File: src/rtl/crc_frame_pkg.sv
// Shared definitions for the CRC frame transmitter: FSM encoding, frame size, timeout default.
// Latency: n/a (definitions only).
// Backpressure: n/a (definitions only).
package crc_frame_pkg;

  typedef enum logic [1:0] {
    ST_IDLE     = 2'd0,
    ST_CRC_WAIT = 2'd1,
    ST_SEND     = 2'd2
  } state_t;

  // 8 payload bytes followed by one CRC byte
  localparam int FRAME_BYTES = 9;
  localparam int IDX_W       = $clog2(FRAME_BYTES);
  localparam logic [IDX_W-1:0] LAST_IDX = IDX_W'(FRAME_BYTES - 1);

  localparam int TIMEOUT_CYC_DEF = 255;

endpackage

File: src/rtl/crc_frame_if.sv
// Bundle of payload input, crc_8 side-channel and byte output of the frame transmitter.
// Latency: n/a (wiring only).
// Backpressure: din_vld/din_rdy on input, tx_vld/tx_rdy on output.
interface crc_frame_if;

  logic [63:0] din;
  logic        din_vld;
  logic        din_rdy;
  logic [63:0] crc_din;
  logic        crc_start;
  logic        crc_vld;
  logic [7:0]  crc_o;
  logic [7:0]  tx_data;
  logic        tx_vld;
  logic        tx_rdy;
  logic        busy;
  logic        err;

  // slave: the transmitter itself
  modport slave (
    input  din, din_vld, crc_vld, crc_o, tx_rdy,
    output din_rdy, crc_din, crc_start, tx_data, tx_vld, busy, err
  );

  // master: whatever feeds words, models crc_8 and sinks bytes
  modport master (
    output din, din_vld, crc_vld, crc_o, tx_rdy,
    input  din_rdy, crc_din, crc_start, tx_data, tx_vld, busy, err
  );

endinterface

File: src/rtl/crc_frame_ser.sv
// Byte serializer: walks a 64-bit word MSB byte first, then the CRC byte, over a valid/ready port.
// Latency: first byte registered one cycle after load; one byte per cycle when tx_rdy stays high.
// Backpressure: tx_rdy low holds tx_vld and tx_data unchanged; nothing advances until a transfer.
module crc_frame_ser
  import crc_frame_pkg::*;
(
  input  logic        clk,
  input  logic        rst_n,
  input  logic        load,
  input  logic [63:0] word,
  input  logic [7:0]  crc,
  input  logic        tx_rdy,
  output logic [7:0]  tx_data,
  output logic        tx_vld,
  output logic        done
);

  logic [IDX_W-1:0] idx_q;
  logic [IDX_W-1:0] idx_nxt;
  logic [63:0]      word_sh;
  logic [7:0]       byte_nxt;
  logic             xfer;
  logic             last;

  assign xfer = tx_vld && tx_rdy;
  assign last = (idx_q == LAST_IDX);
  assign done = xfer && last;

  // Pick the byte for the next index: slots 0..7 come from the word, slot 8 is the CRC
  always_comb begin
    idx_nxt  = load ? '0 : idx_q + IDX_W'(1);
    word_sh  = word << {idx_nxt[2:0], 3'b000};
    byte_nxt = idx_nxt[IDX_W-1] ? crc : word_sh[63:56];
  end

  // Index, registered valid and registered byte; only a transfer or a load moves them
  always_ff @(posedge clk or negedge rst_n) begin
    if (!rst_n) begin
      idx_q   <= '0;
      tx_vld  <= 1'b0;
      tx_data <= '0;
    end else if (load) begin
      idx_q   <= '0;
      tx_vld  <= 1'b1;
      tx_data <= byte_nxt;
    end else if (xfer) begin
      if (last) begin
        idx_q  <= '0;
        tx_vld <= 1'b0;
      end else begin
        idx_q   <= idx_nxt;
        tx_data <= byte_nxt;
      end
    end
  end

endmodule

File: src/rtl/crc_frame_tx.sv
// Frame transmitter: takes a 64-bit word, asks crc_8 for its CRC, then emits 8 payload bytes + CRC.
// Latency: first byte 2 cycles after the accept cycle when crc_vld is already up; 9 bytes back to back.
// Backpressure: din_rdy only in IDLE; tx_rdy low stalls SEND indefinitely. CRC_TIMEOUT_EN adds a CRC wait timeout.
module crc_frame_tx
  import crc_frame_pkg::*;
#(
  parameter int TIMEOUT_CYC = TIMEOUT_CYC_DEF
) (
  input  logic       clk,
  input  logic       rst_n,
  crc_frame_if.slave bus
);

  state_t      state_q;
  state_t      state_d;
  logic [63:0] crc_din_q;
  logic [7:0]  crc_q;
  logic        accept;
  logic        crc_hit;
  logic        timeout;
  logic        load_ser;
  logic        ser_done;

  assign accept  = (state_q == ST_IDLE) && bus.din_vld;
  assign crc_hit = (state_q == ST_CRC_WAIT) && bus.crc_vld;
  assign bus.crc_din = crc_din_q;

`ifdef CRC_TIMEOUT_EN
  localparam int TO_W = $clog2(TIMEOUT_CYC + 1);
  localparam logic [TO_W-1:0] TO_LAST = TO_W'(TIMEOUT_CYC - 1);

  logic [TO_W-1:0] to_cnt_q;
  logic            err_q;

  // crc_vld in the final wait cycle still wins over the timeout
  assign timeout = (state_q == ST_CRC_WAIT) && !bus.crc_vld && (to_cnt_q == TO_LAST);
  assign bus.err = err_q;

  // Count CRC_WAIT cycles from zero on every entry; err is a one-cycle echo of the timeout
  always_ff @(posedge clk or negedge rst_n) begin
    if (!rst_n) begin
      to_cnt_q <= '0;
      err_q    <= 1'b0;
    end else begin
      err_q <= timeout;
      if (accept)
        to_cnt_q <= '0;
      else if (state_q == ST_CRC_WAIT)
        to_cnt_q <= to_cnt_q + TO_W'(1);
    end
  end
`else
  assign timeout = 1'b0;
  assign bus.err = 1'b0;
`endif

  // State register
  always_ff @(posedge clk or negedge rst_n) begin
    if (!rst_n)
      state_q <= ST_IDLE;
    else
      state_q <= state_d;
  end

  // Next state, serializer load strobe and state-decoded outputs
  always_comb begin
    state_d       = state_q;
    load_ser      = 1'b0;
    bus.din_rdy   = 1'b0;
    bus.busy      = 1'b1;
    bus.crc_start = 1'b0;
    case (state_q)
      ST_IDLE: begin
        bus.din_rdy = 1'b1;
        bus.busy    = 1'b0;
        if (bus.din_vld)
          state_d = ST_CRC_WAIT;
      end
      ST_CRC_WAIT: begin
        bus.crc_start = 1'b1;
        if (bus.crc_vld) begin
          state_d  = ST_SEND;
          load_ser = 1'b1;
        end else if (timeout) begin
          state_d = ST_IDLE;
        end
      end
      ST_SEND: begin
        if (ser_done)
          state_d = ST_IDLE;
      end
      default: state_d = ST_IDLE;
    endcase
  end

  // Payload captured on accept and held for the whole frame; CRC byte captured on crc_vld
  always_ff @(posedge clk or negedge rst_n) begin
    if (!rst_n) begin
      crc_din_q <= '0;
      crc_q     <= '0;
    end else begin
      if (accept)
        crc_din_q <= bus.din;
      if (crc_hit)
        crc_q <= bus.crc_o;
    end
  end

  crc_frame_ser u_ser (
    .clk     (clk),
    .rst_n   (rst_n),
    .load    (load_ser),
    .word    (crc_din_q),
    .crc     (crc_q),
    .tx_rdy  (bus.tx_rdy),
    .tx_data (bus.tx_data),
    .tx_vld  (bus.tx_vld),
    .done    (ser_done)
  );

endmodule

File: src/flat_wrapper.sv
// flat-port wrapper written by rule: the top's interface ports become plain ports
module crc_frame_tx_flat import crc_frame_pkg::*;
#(
  parameter int TIMEOUT_CYC = TIMEOUT_CYC_DEF
)
  (clk, rst_n, bus_din, bus_din_vld, bus_crc_vld, bus_crc_o, bus_tx_rdy, bus_din_rdy, bus_crc_din, bus_crc_start, bus_tx_data, bus_tx_vld, bus_busy, bus_err);
  crc_frame_if bus_i ();
  input  logic clk;
  input  logic rst_n;
  input wire logic [$bits(bus_i.din)-1:0] bus_din;
  input wire logic [$bits(bus_i.din_vld)-1:0] bus_din_vld;
  input wire logic [$bits(bus_i.crc_vld)-1:0] bus_crc_vld;
  input wire logic [$bits(bus_i.crc_o)-1:0] bus_crc_o;
  input wire logic [$bits(bus_i.tx_rdy)-1:0] bus_tx_rdy;
  output wire logic [$bits(bus_i.din_rdy)-1:0] bus_din_rdy;
  output wire logic [$bits(bus_i.crc_din)-1:0] bus_crc_din;
  output wire logic [$bits(bus_i.crc_start)-1:0] bus_crc_start;
  output wire logic [$bits(bus_i.tx_data)-1:0] bus_tx_data;
  output wire logic [$bits(bus_i.tx_vld)-1:0] bus_tx_vld;
  output wire logic [$bits(bus_i.busy)-1:0] bus_busy;
  output wire logic [$bits(bus_i.err)-1:0] bus_err;
  assign bus_i.din = bus_din;
  assign bus_i.din_vld = bus_din_vld;
  assign bus_i.crc_vld = bus_crc_vld;
  assign bus_i.crc_o = bus_crc_o;
  assign bus_i.tx_rdy = bus_tx_rdy;
  assign bus_din_rdy = bus_i.din_rdy;
  assign bus_crc_din = bus_i.crc_din;
  assign bus_crc_start = bus_i.crc_start;
  assign bus_tx_data = bus_i.tx_data;
  assign bus_tx_vld = bus_i.tx_vld;
  assign bus_busy = bus_i.busy;
  assign bus_err = bus_i.err;
  crc_frame_tx #(.TIMEOUT_CYC(TIMEOUT_CYC)) u_core (.clk(clk), .rst_n(rst_n), .bus(bus_i));
endmodule
File: config.mk
export PLATFORM = sky130hd
export DESIGN_NAME = crc_frame_tx_flat
export DESIGN_NICKNAME = d
export VERILOG_FILES = /design/src/rtl/crc_frame_pkg.sv /design/src/rtl/crc_frame_if.sv /design/src/rtl/crc_frame_ser.sv /design/src/rtl/crc_frame_tx.sv /design/src/flat_wrapper.sv
export SDC_FILE = /design/constraint.sdc
export NUM_CORES = 1
export LEC_CHECK = 0
export ABC_AREA = 1
export BUFFER_PORTS_ARGS = -buffer_cell sky130_fd_sc_hd__buf_2
export CAP_MARGIN = 30
export CORE_MARGIN = 2
export CORE_UTILIZATION = 30
export DETAILED_ROUTE_END_ITERATION = 8
export HOLD_SLACK_MARGIN = 0.05
export SYNTH_ARGS = -nofsm -noshare
export SYNTH_HDL_FRONTEND = slang
export SYNTH_SLANG_ARGS = --single-unit
File: constraint.sdc
create_clock -name clk -period 1.7 [get_ports clk]
set_input_delay 0.17 -clock clk [delete_from_list [all_inputs] [get_ports clk]]
set_output_delay 0.17 -clock clk [all_outputs]
set_load 0.02 [all_outputs]
==> impl_metrics.tcl, run 1 <==
set metrics [dict create \
    final_area_um2 5940 \
    intPower_mw 7.18 \
    ir_drop_mv 0.718 \
    leakage_nw 3.10 \
    clk_pin_slew_worst_paths_ns 0.07 \
    rows 43 \
    area_delta_synth_final_pct 42.0 \
    hold_viol_final 0 \
    cts_tree "done" \
    grt-busiest-layer "met2" \
    clk_path_buf_depth 2 \
    multi_input_area_um2 1650 \
    remaining_drc_errors 0 \
    vias 3987 \
    gr-usage-met2_pct 29.4 \
    fillerInstances 1455 \
    die_height_um 122 \
    startpoint_type "register" \
    dpl_cell_area_um2 5190 \
    drv_cap 0 \
    antenna_found_initial 1 \
    final_antenna_net_count 0 \
    wire_per_inst_um 15.3 \
    ys_seq_area_share_pct 52.0 \
    use_met3_pct 5.24 \
    routabilityCongestion 0.925 \
    die_area_um2 14900 \
    arrival_ns 1.87 \
    yosys.area.top_type "dfrtp_1" \
    yosys-top-cells-area "dfrtp_1 (52%), nand3_1 (9.8%), a21oi_1 (7.1%)" \
    min_period_ns 1.62 \
    routed_via_density 4.56 \
    cts_root_buf "clkbuf_16" \
    final_max_slew_viol_count 0 \
    ys_ff_latch 87 \
    rsz0062_at_grt "false" \
    first_pass_iters 4 \
    drive_gt1_share_pct 33.4 \
    hpwl_um 9500 \
    final-seq-area_um2 2180 \
    crit_path_end_kind "register" \
    fin_skew_ns 0.00899 \
    utilization_pct 43.2 \
    syn-instance-count 511 \
    p_per_area_nw_per_um2 2240 \
    grt_max_degree 88 \
    grt_pass1_wl_um 20300 \
    reg2regPathDepth 10 \
    rrSetupSlack_ns 0.08 \
    status "completed" \
    fmax_mhz 617 \
    htreeDepth 3 \
    crit_type "reg2reg" \
    post-route-period-util_pct 95.3 \
    avgSynthCellArea_um2 8.19 \
    yosys_warnings 0 \
    regToRegEndpoint "u_core.u_ser.tx_data[3]$_DFFE_PN0P_" \
    overflow 0 \
    r2r_start "u_core.u_ser.idx_q[0]$_DFFE_PN0P_" \
    core_area_um2 13800 \
    hold_path_class "in2reg" \
    hold_path_depth 3 \
    syn_nets 590 \
    p_seq_share_pct 27.8 \
    cts_inserted_buffers 9 \
    postRouteWirelength_um 13400 \
    worst_hold_startpoint "bus_crc_o[7]" \
    clk-insertion-delay-late_ns 0.35 \
    nets 768 \
    min_to "u_core.crc_q[7]$_DFFE_PN0P_" \
    cp.required_ns 1.95 \
    switching_share_pct 46.0 \
    comb_power_share_pct 55.6 \
    start_util_pct 30.4 \
    p_sw_mw 6.13 \
    syn_area_um2 4190 \
    grtUsageTotal_pct 18.2 \
    grt_use_met1_pct 23.7 \
    port_buffers 152 \
    ys_types 25 \
    grt_pass1_vias 3937 \
    yosysTopAreaCellShare_pct 52.0 \
    setup_viol_count_final 0 \
    die_width_um 122 \
    ios 154 \
    cp_max_fo 21 \
    p_clk_share_pct 16.6 \
    cts_num_sinks 87 \
    initialDrtViolationCount 268 \
]
==> critical path: stages (launching register included) <==
cell and delay (ns):
dfrtp_2 0.40, inv_4 0.06, buf_4 0.16, clkbuf_16 0.19, or2_2 0.28, nand2_1 0.07, nand2_1 0.05, nand3_1 0.08
nand3_1 0.10, nand2_1 0.08, nand2_1 0.04
==> routing by layer <==
| metal | up-vias | part of all wire (%) |
|---|---|---|
| met2 | 124 | 48 |
| met1 | 1877 | 44 |
| met5 | - | 0 |
| met3 | 8 | 7.7 |
| met4 | 0 | 0.70 |
| li1 | 1978 | - |
==> sequential cells by signal, indices dropped and copies added, names as in the netlist <==
signal and flops:
u_core.state_q 2, u_core.u_ser.tx_vld 1, u_core.bus.crc_din 64, u_core.crc_q 8, u_core.u_ser.idx_q 4, u_core.u_ser.tx_data 8
==> how the worst max path moves through the flow <==
stage / start / endpoint / cells after the start
2_1_floorplan: u_core.u_ser.idx_q[0]$_DFFE_PN0P_ / u_core.u_ser.tx_data[4]$_DFFE_PN0P_ / 10
3_3_place_gp: u_core.u_ser.idx_q[0]$_DFFE_PN0P_ / u_core.u_ser.tx_data[0]$_DFFE_PN0P_ / 8
3_5_place_dp: u_core.u_ser.idx_q[0]$_DFFE_PN0P_ / u_core.u_ser.tx_data[1]$_DFFE_PN0P_ / 8
4_1_cts: u_core.u_ser.idx_q[0]$_DFFE_PN0P_ / u_core.u_ser.tx_data[1]$_DFFE_PN0P_ / 8
5_1_grt: u_core.u_ser.idx_q[0]$_DFFE_PN0P_ / u_core.u_ser.tx_data[3]$_DFFE_PN0P_ / 10
6_report: u_core.u_ser.idx_q[0]$_DFFE_PN0P_ / u_core.u_ser.tx_data[3]$_DFFE_PN0P_ / 10
==> cell type report <==
type | instances | share of cell area (%)
Clock inverter | 5 | 1.35
Clock buffer | 11 | 4.25
Tap cell | 180 | 3.79
Inverter | 76 | 4.91
Antenna cell | 1 | 0.0421
Timing Repair Buffer | 195 | 21.2
Sequential cell | 87 | 36.7
Multi-Input combinational cell | 320 | 27.8
==> cells in the final DEF (no fill, tap or decap), types with 4 or more instances in the layout <==
cell,instances
dfrtp_1,86
inv_2,4
buf_4,16
nor2_1,77
dlygate4sd3_1,19
nand2_1,59
clkbuf_16,11
buf_12,5
buf_2,151
o21ai_0,14
nand3_2,8
nand3_1,74
mux2_2,12
a21oi_1,56
inv_1,70
==> cells in the mapped netlist <==
master,n
clkbuf_1,11
buf_2,8
a21oi_1,59
o32ai_1,1
inv_1,73
conb_1,1
nor2_2,1
o22ai_1,2
nand2_1,61
nand3_4,1
ha_1,2
clkinv_1,1
inv_2,2
nor2_1,77
mux2_2,12
o31ai_1,1
buf_6,6
xor2_1,1
dfrtp_1,87
xnor2_1,1
o21ai_0,15
nand3_1,82
buf_4,3
or2_2,1
nand2_2,2
==> power by group through the flow <==
stage,combinational (mW),sequential [mW],clock (mW)
2_1_floorplan,3.37,4.67,0
3_3_place_gp,6.64,3.71,0
3_5_place_dp,6.74,3.73,0
4_1_cts,7.07,3.71,2.26
5_1_grt,8.13,3.82,2.35
6_report,7.40,3.70,2.20
==> through the flow <==
| step | total power [mW] | TNS (ns) | hold WS (ns) | worst slack [ns] | cells |
|---|---|---|---|---|---|
| floorplan | 8.04 | 0 | -0.126 | 0.0208 | 511 |
| global placement | 10.4 | -0.00565 | 0.249 | -0.00565 | 830 |
| detailed placement | 10.5 | -0.157 | 0.252 | -0.0662 | 830 |
| CTS | 13.0 | 0 | 0.0504 | 0.00828 | 871 |
| global route | 14.3 | 0 | 0.0551 | 0.000409 | 874 |
| finish | 13.3 | 0 | 0.0535 | 0.0801 | 875 |
==> cells by family (layout without fill, tap and decap cells) <==
family	Yosys count	count (layout)	synth area share, %
muxes	12	12	3.23
DFF	87	87	52.0
and+or+nand+nor	225	225	23.2
AOI/OAI and AO/OA	78	78	9.54
xor gates and xnor gates	2	2	0.419
other	1	2	0.0896
buffers and inverters	104	287	10.9
adders and majority gates	2	2	0.598
==> what timing repair did <==
| action | CTS | global route |
|---|---|---|
| gates resized for setup | 7 | 19 |
| cloned | 1 | 2 |
| setup buffers | 5 | 1 |
| pin swaps | 2 | 2 |
| hold buffers | 19 | 0 |
| hold endpoints to repair | 105 | 0 |
| endpoints found under the setup margin | 5 | 7 |
No activity file was read; power rests on OpenSTA's default activity.
==> inputs of run 2 (changes only) <==
==> constraint.sdc (replaced) <==
create_clock -name clk -period 1.7 [get_ports clk]
set_input_delay 0.255 -clock clk [delete_from_list [all_inputs] [get_ports clk]]
set_output_delay 0.255 -clock clk [all_outputs]
set_load 0.02 [all_outputs]
==> run 2 against run 1 <==
Worst setup slack got worse by 0.021 ns; non-clock buffer count decreased by 16; utilization decreased by 1.3 points; final cell count decreased by 1.7%; hold slack improved by 0.050 ns; critical path type is now reg2out; largest cell class unchanged.
==> impl_metrics.tcl, run 2 (synthesized netlist as in run 1, its figures left out) <==
set metrics [dict create \
    holdWs_ns 0.103 \
    fillerInstances 1479 \
    p_per_area_nw_per_um2 2300 \
    cts_tree "done" \
    hold_viol_final 0 \
    p_clk_share_pct 17.0 \
    final-seq-area_um2 2180 \
    layout_commonest_cell "buf_2" \
    start_util_pct 30.4 \
    remaining_drc_errors 0 \
    postRouteWirelength_um 13100 \
    fmax_mhz 609 \
    hold_path_class "in2reg" \
    fin_skew_ns 0.0109 \
    ios 154 \
    cts_num_sinks 87 \
    drv_cap 0 \
    cp_max_fo 5 \
    setup_viol_count_final 0 \
    grtUsageTotal_pct 17.7 \
    drive_gt1_share_pct 34.2 \
    initialDrtViolationCount 263 \
    min_period_ns 1.64 \
    startpoint_type "register" \
    cp.required_ns 1.44 \
    multi_input_area_um2 1660 \
    mostFrequentLayoutCells "buf_2 (151), dfrtp_1 (87), nor2_1 (77)" \
    post-route-period-util_pct 96.5 \
    switching_share_pct 46.0 \
    grt_max_degree 47 \
    ir_drop_mv 0.870 \
    core_area_um2 13800 \
    rsz0062_at_grt "true" \
    rows 43 \
    clk_pin_slew_worst_paths_ns 0.07 \
    intPower_mw 7.15 \
    tightest_slew_ns 0.533 \
    wire_per_inst_um 15.2 \
    die_area_um2 14900 \
    die_width_um 122 \
    grt_pass1_wl_um 20000 \
    vias 4022 \
    clk_path_buf_depth 2 \
    hpwl_um 9700 \
    port_buffers 152 \
    crit_type "reg2out" \
    cts_inserted_buffers 9 \
    nets 753 \
    leakage_nw 3.04 \
    p_sw_mw 6.10 \
    routabilityCongestion 0.888 \
    crit_path_end_kind "output pin" \
    comb_power_share_pct 54.8 \
    die_height_um 122 \
    antenna_found_initial 1 \
    status "completed" \
    final_antenna_net_count 0 \
    utilization_pct 41.9 \
    area_delta_synth_final_pct 37.8 \
    clk-insertion-delay-late_ns 0.36 \
    final_max_slew_viol_count 0 \
    p_seq_share_pct 28.1 \
    largest_reg_flops 64 \
    slew_headroom_pct 64.5 \
    routed_via_density 4.68 \
    overflow 0 \
    arrival_ns 1.39 \
    first_pass_iters 5 \
    cts_root_buf "clkbuf_16" \
    htreeDepth 3 \
    grt_pass1_vias 3817 \
]
-- run 2: metrics by stage --
step	instances	instance area, um^2	setup TNS (ns)	total power [mW]	setup WS, ns
after CTS	850	5580	0	12.8	0.0191
after global routing	859	5760	-0.0420	14.2	-0.0143
final	860	5770	0	13.2	0.0590
after global placement	833	5210	0	10.3	0.0265
after detailed placement	833	5210	-0.00643	10.4	-0.00643
after floorplan	511	4200	0	8.04	0.0208
-- run 2: timing repair --
action,CTS,global route
gates resized for setup,3,20
hold buffers,1,0
endpoints found under the setup margin,2,8
setup buffers,0,6
pin swaps,0,8
endpoints found under the hold margin,35,0
gates cloned,0,3
-- run 2: path summary, 6_finish.rpt --
path / from / endpoint / slack, ns / cells after the start
worst max-delay path: u_core.state_q[0]$_DFFE_PN0P_ / bus_din_rdy / 0.06 / 2
worst min-delay path: bus_crc_o[5] / u_core.crc_q[5]$_DFFE_PN0P_ / 0.10 / 3
worst max register to register: u_core.u_ser.idx_q[0]$_DFFE_PN0P_ / u_core.u_ser.tx_data[0]$_DFFE_PN0P_ / 0.07 / 7
worst min register to register: u_core.crc_q[6]$_DFFE_PN0P_ / u_core.crc_q[6]$_DFFE_PN0P_ / 0.50 / 2
max in group asynchronous: rst_n / u_core.bus.crc_din[46]$_DFFE_PN0P_ / 0.70 / 3
min in group asynchronous: rst_n / u_core.bus.crc_din[40]$_DFFE_PN0P_ / 0.43 / 2
-- run 2: cell type report --
class,instances,share of cell area [%]
antenna,1,0.0434
inverter,76,5.03
multi-input combinational,321,28.7
clock buffer,12,4.62
clock inverter,4,1.32
timing repair buffer,179,18.6
sequential,87,37.8
tap,180,3.91
-- run 2: metal layers --
layer | wire (um) | track usage, % | vias up
li1 | - | - | 1962
met1 | 5810 | 24.4 | 1890
met2 | 6120 | 27.8 | 153
met3 | 915 | 3.93 | 17
met4 | 241 | 5.60 | 0
met5 | 0 | 0 | -
-- run 2: critical path: stages (launching register included) --
cell and delay [ns]:
dfrtp_1 0.46, nor2_1 0.33, buf_2 0.24
-- run 2: power groups by stage --
stage / logic [mW] / registers, mW / clock network (mW)
floorplan: 3.37 / 4.67 / 0
global route: 7.99 / 3.85 / 2.39
CTS: 6.73 / 3.73 / 2.31
global placement: 6.61 / 3.72 / 0
finish: 7.26 / 3.73 / 2.26
detailed placement: 6.67 / 3.76 / 0
==> inputs of run 3 (changes only) <==
==> constraint.sdc (replaced) <==
create_clock -name clk -period 2 [get_ports clk]
set_input_delay 0.3 -clock clk [delete_from_list [all_inputs] [get_ports clk]]
set_output_delay 0.3 -clock clk [all_outputs]
set_load 0.02 [all_outputs]
==> run 3 against run 2 <==
Utilization fell by 2.3 points; sequential share of layout area rose by 2.1 points; combinational power fell by 23%; final cell count fell by 1.3%; wire length rose by 0.34%; non-clock buffer count fell by 8; critical path depth rose by 8; power fell by 22%; register-to-register slack improved by 0.11 ns; clock power fell by 28%; count of clock-buffer cells in the layout rose by 2.
==> impl_metrics.tcl, run 3 (synthesized netlist as in run 1, its figures left out) <==
set metrics [dict create \
    p_seq_share_pct 30.5 \
    cts_num_sinks 87 \
    drv_cap 0 \
    crit_path_end_kind "register" \
    rows 43 \
    post-route-period-util_pct 90.8 \
    arrival_ns 2.05 \
    place_ws_ns 0.0461 \
    leakage_nw 2.91 \
    cts_root_buf "clkbuf_16" \
    worst_slack_ns 0.183 \
    comb_power_share_pct 53.8 \
    utilization_pct 39.6 \
    grt_pass1_wl_um 20900 \
    postRouteWirelength_um 13100 \
    nets 744 \
    hold_viol_final 0 \
    cp.required_ns 2.24 \
    antenna_found_initial 0 \
    fmax_mhz 550 \
    setup_viol_count_final 0 \
    intPower_mw 5.47 \
    final_max_slew_viol_count 0 \
    hold_path_class "in2reg" \
    port_buffers 152 \
    routabilityCongestion 0.967 \
    die_area_um2 14900 \
    regToRegEndpoint "u_core.u_ser.tx_data[3]$_DFFE_PN0P_" \
    start_util_pct 30.4 \
    first_pass_iters 5 \
    rrSetupSlack_ns 0.18 \
    cp_max_fo 42 \
    drive_gt1_share_pct 29.7 \
    grt_pass1_vias 3964 \
    cts_tree "done" \
    layout_commonest_cell "buf_2" \
    cts_setup_buffers 0 \
    p_sw_mw 4.86 \
    r2r_start "u_core.u_ser.idx_q[0]$_DFFE_PN0P_" \
    mostFrequentLayoutCells "buf_2 (151), dfrtp_1 (87), nand3_1 (82)" \
    status "completed" \
    vias 3904 \
    initialDrtViolationCount 242 \
    rsz0062_at_grt "true" \
    hpwl_um 10200 \
    p_clk_share_pct 15.7 \
    reg2regPathDepth 10 \
    die_height_um 122 \
    routed_via_density 4.60 \
    setup_tns_ns 0 \
    final_area_um2 5460 \
    wire_per_inst_um 15.5 \
    clk_path_buf_depth 2 \
    die_width_um 122 \
    core_area_um2 13800 \
    crit_type "reg2reg" \
    cts_inserted_buffers 9 \
    switching_share_pct 47.0 \
    setup.worst_path.end "u_core.u_ser.tx_data[3]$_DFFE_PN0P_" \
    cp-startpoint "u_core.u_ser.idx_q[0]$_DFFE_PN0P_" \
    fin_skew_ns 0.00642 \
    clk-insertion-delay-late_ns 0.34 \
    remaining_drc_errors 0 \
    n_antenna_cell 0 \
    tightest_slew_ns 0.521 \
    clk_pin_slew_worst_paths_ns 0.06 \
    dpl_cell_area_um2 5170 \
    overflow 0 \
    stdcell_count 849 \
    slew_headroom_pct 65.2 \
    ir_drop_mv 0.795 \
    fillerInstances 1470 \
    htreeDepth 3 \
    area_delta_synth_final_pct 30.4 \
    largest_reg_flops 64 \
    dp.cells 833 \
    ios 154 \
    min_period_ns 1.82 \
    final_antenna_net_count 0 \
    grtUsageTotal_pct 18.7 \
    p_per_area_nw_per_um2 1890 \
    startpoint_type "register" \
    grt_max_degree 43 \
]
run 3: changes by cell type in the layout (fill, tap and decap cells not counted), moves of 3 or more:
cell	before	now
buf_6	4	0
nand2_1	58	61
buf_12	5	2
clkbuf_1	0	5
nand3_1	73	82
clkbuf_8	3	0
nand3_2	10	0
run 3: cell type report:
class | count | area (um^2) | share of cell area, %
clock buffers | 14 | 244 | 4.47
inverters | 76 | 285 | 5.23
multi-input cells | 320 | 1560 | 28.6
clock inverters | 1 | 30.0 | 0.550
repair buffers | 171 | 933 | 17.1
flip-flops and latches | 87 | 2180 | 39.9
well taps | 180 | 225 | 4.13
run 3: power by group through the flow:
stage	registers, mW	clock network (mW)	logic, mW
after floorplan	3.96	0	2.83
after global placement	3.17	0	5.53
after detailed placement	3.19	0	5.61
after CTS	3.17	1.66	5.62
after global routing	3.27	1.75	6.20
final	3.15	1.62	5.56
run 3: worst max-delay path, cell delays in order (launching register included):
cell and delay, ns:
dfrtp_1 0.42, clkinv_1 0.08, buf_4 0.38, nand2_1 0.13
buf_4 0.20, o21ai_0 0.15, nand2_1 0.08, nand2_1 0.07
nand3_1 0.07, nand2_1 0.08, nand2_1 0.04
run 3: routing by layer:
layer,share of wire [%],GRT usage (%)
met1,44,25.1
met3,6.5,4.78
met4,1.5,5.17
met5,0,0
met2,48,30.0
run 3: stage by stage:
step | hold slack (ns) | total power [mW]
2_1_floorplan | 0.00441 | 6.80
3_3_place_gp | 0.312 | 8.70
3_5_place_dp | 0.307 | 8.79
4_1_cts | 0.156 | 10.4
5_1_grt | 0.161 | 11.2
6_report | 0.159 | 10.3
run 3: worst min-delay path by stage:
stage                             from                                  to  slack, ns  depth (start not counted)
final                     bus_crc_o[3]         u_core.crc_q[3]$_DFFE_PN0P_       0.16                          3
after global routing      bus_crc_o[3]         u_core.crc_q[3]$_DFFE_PN0P_       0.16                          3
after CTS                 bus_crc_o[3]         u_core.crc_q[3]$_DFFE_PN0P_       0.16                          3
after detailed placement         rst_n  u_core.bus.crc_din[36]$_DFFE_PN0P_       0.31                          1
after global placement           rst_n  u_core.bus.crc_din[36]$_DFFE_PN0P_       0.31                          1
after floorplan                  rst_n   u_core.bus.crc_din[0]$_DFFE_PN0P_      0.004                          0
run 3: repair_timing:
item | CTS | global route
hold buffers | 1 | 0
gates resized for setup | 0 | 1
hold endpoints to repair | 35 | 0
endpoints found under the setup margin | 0 | 8
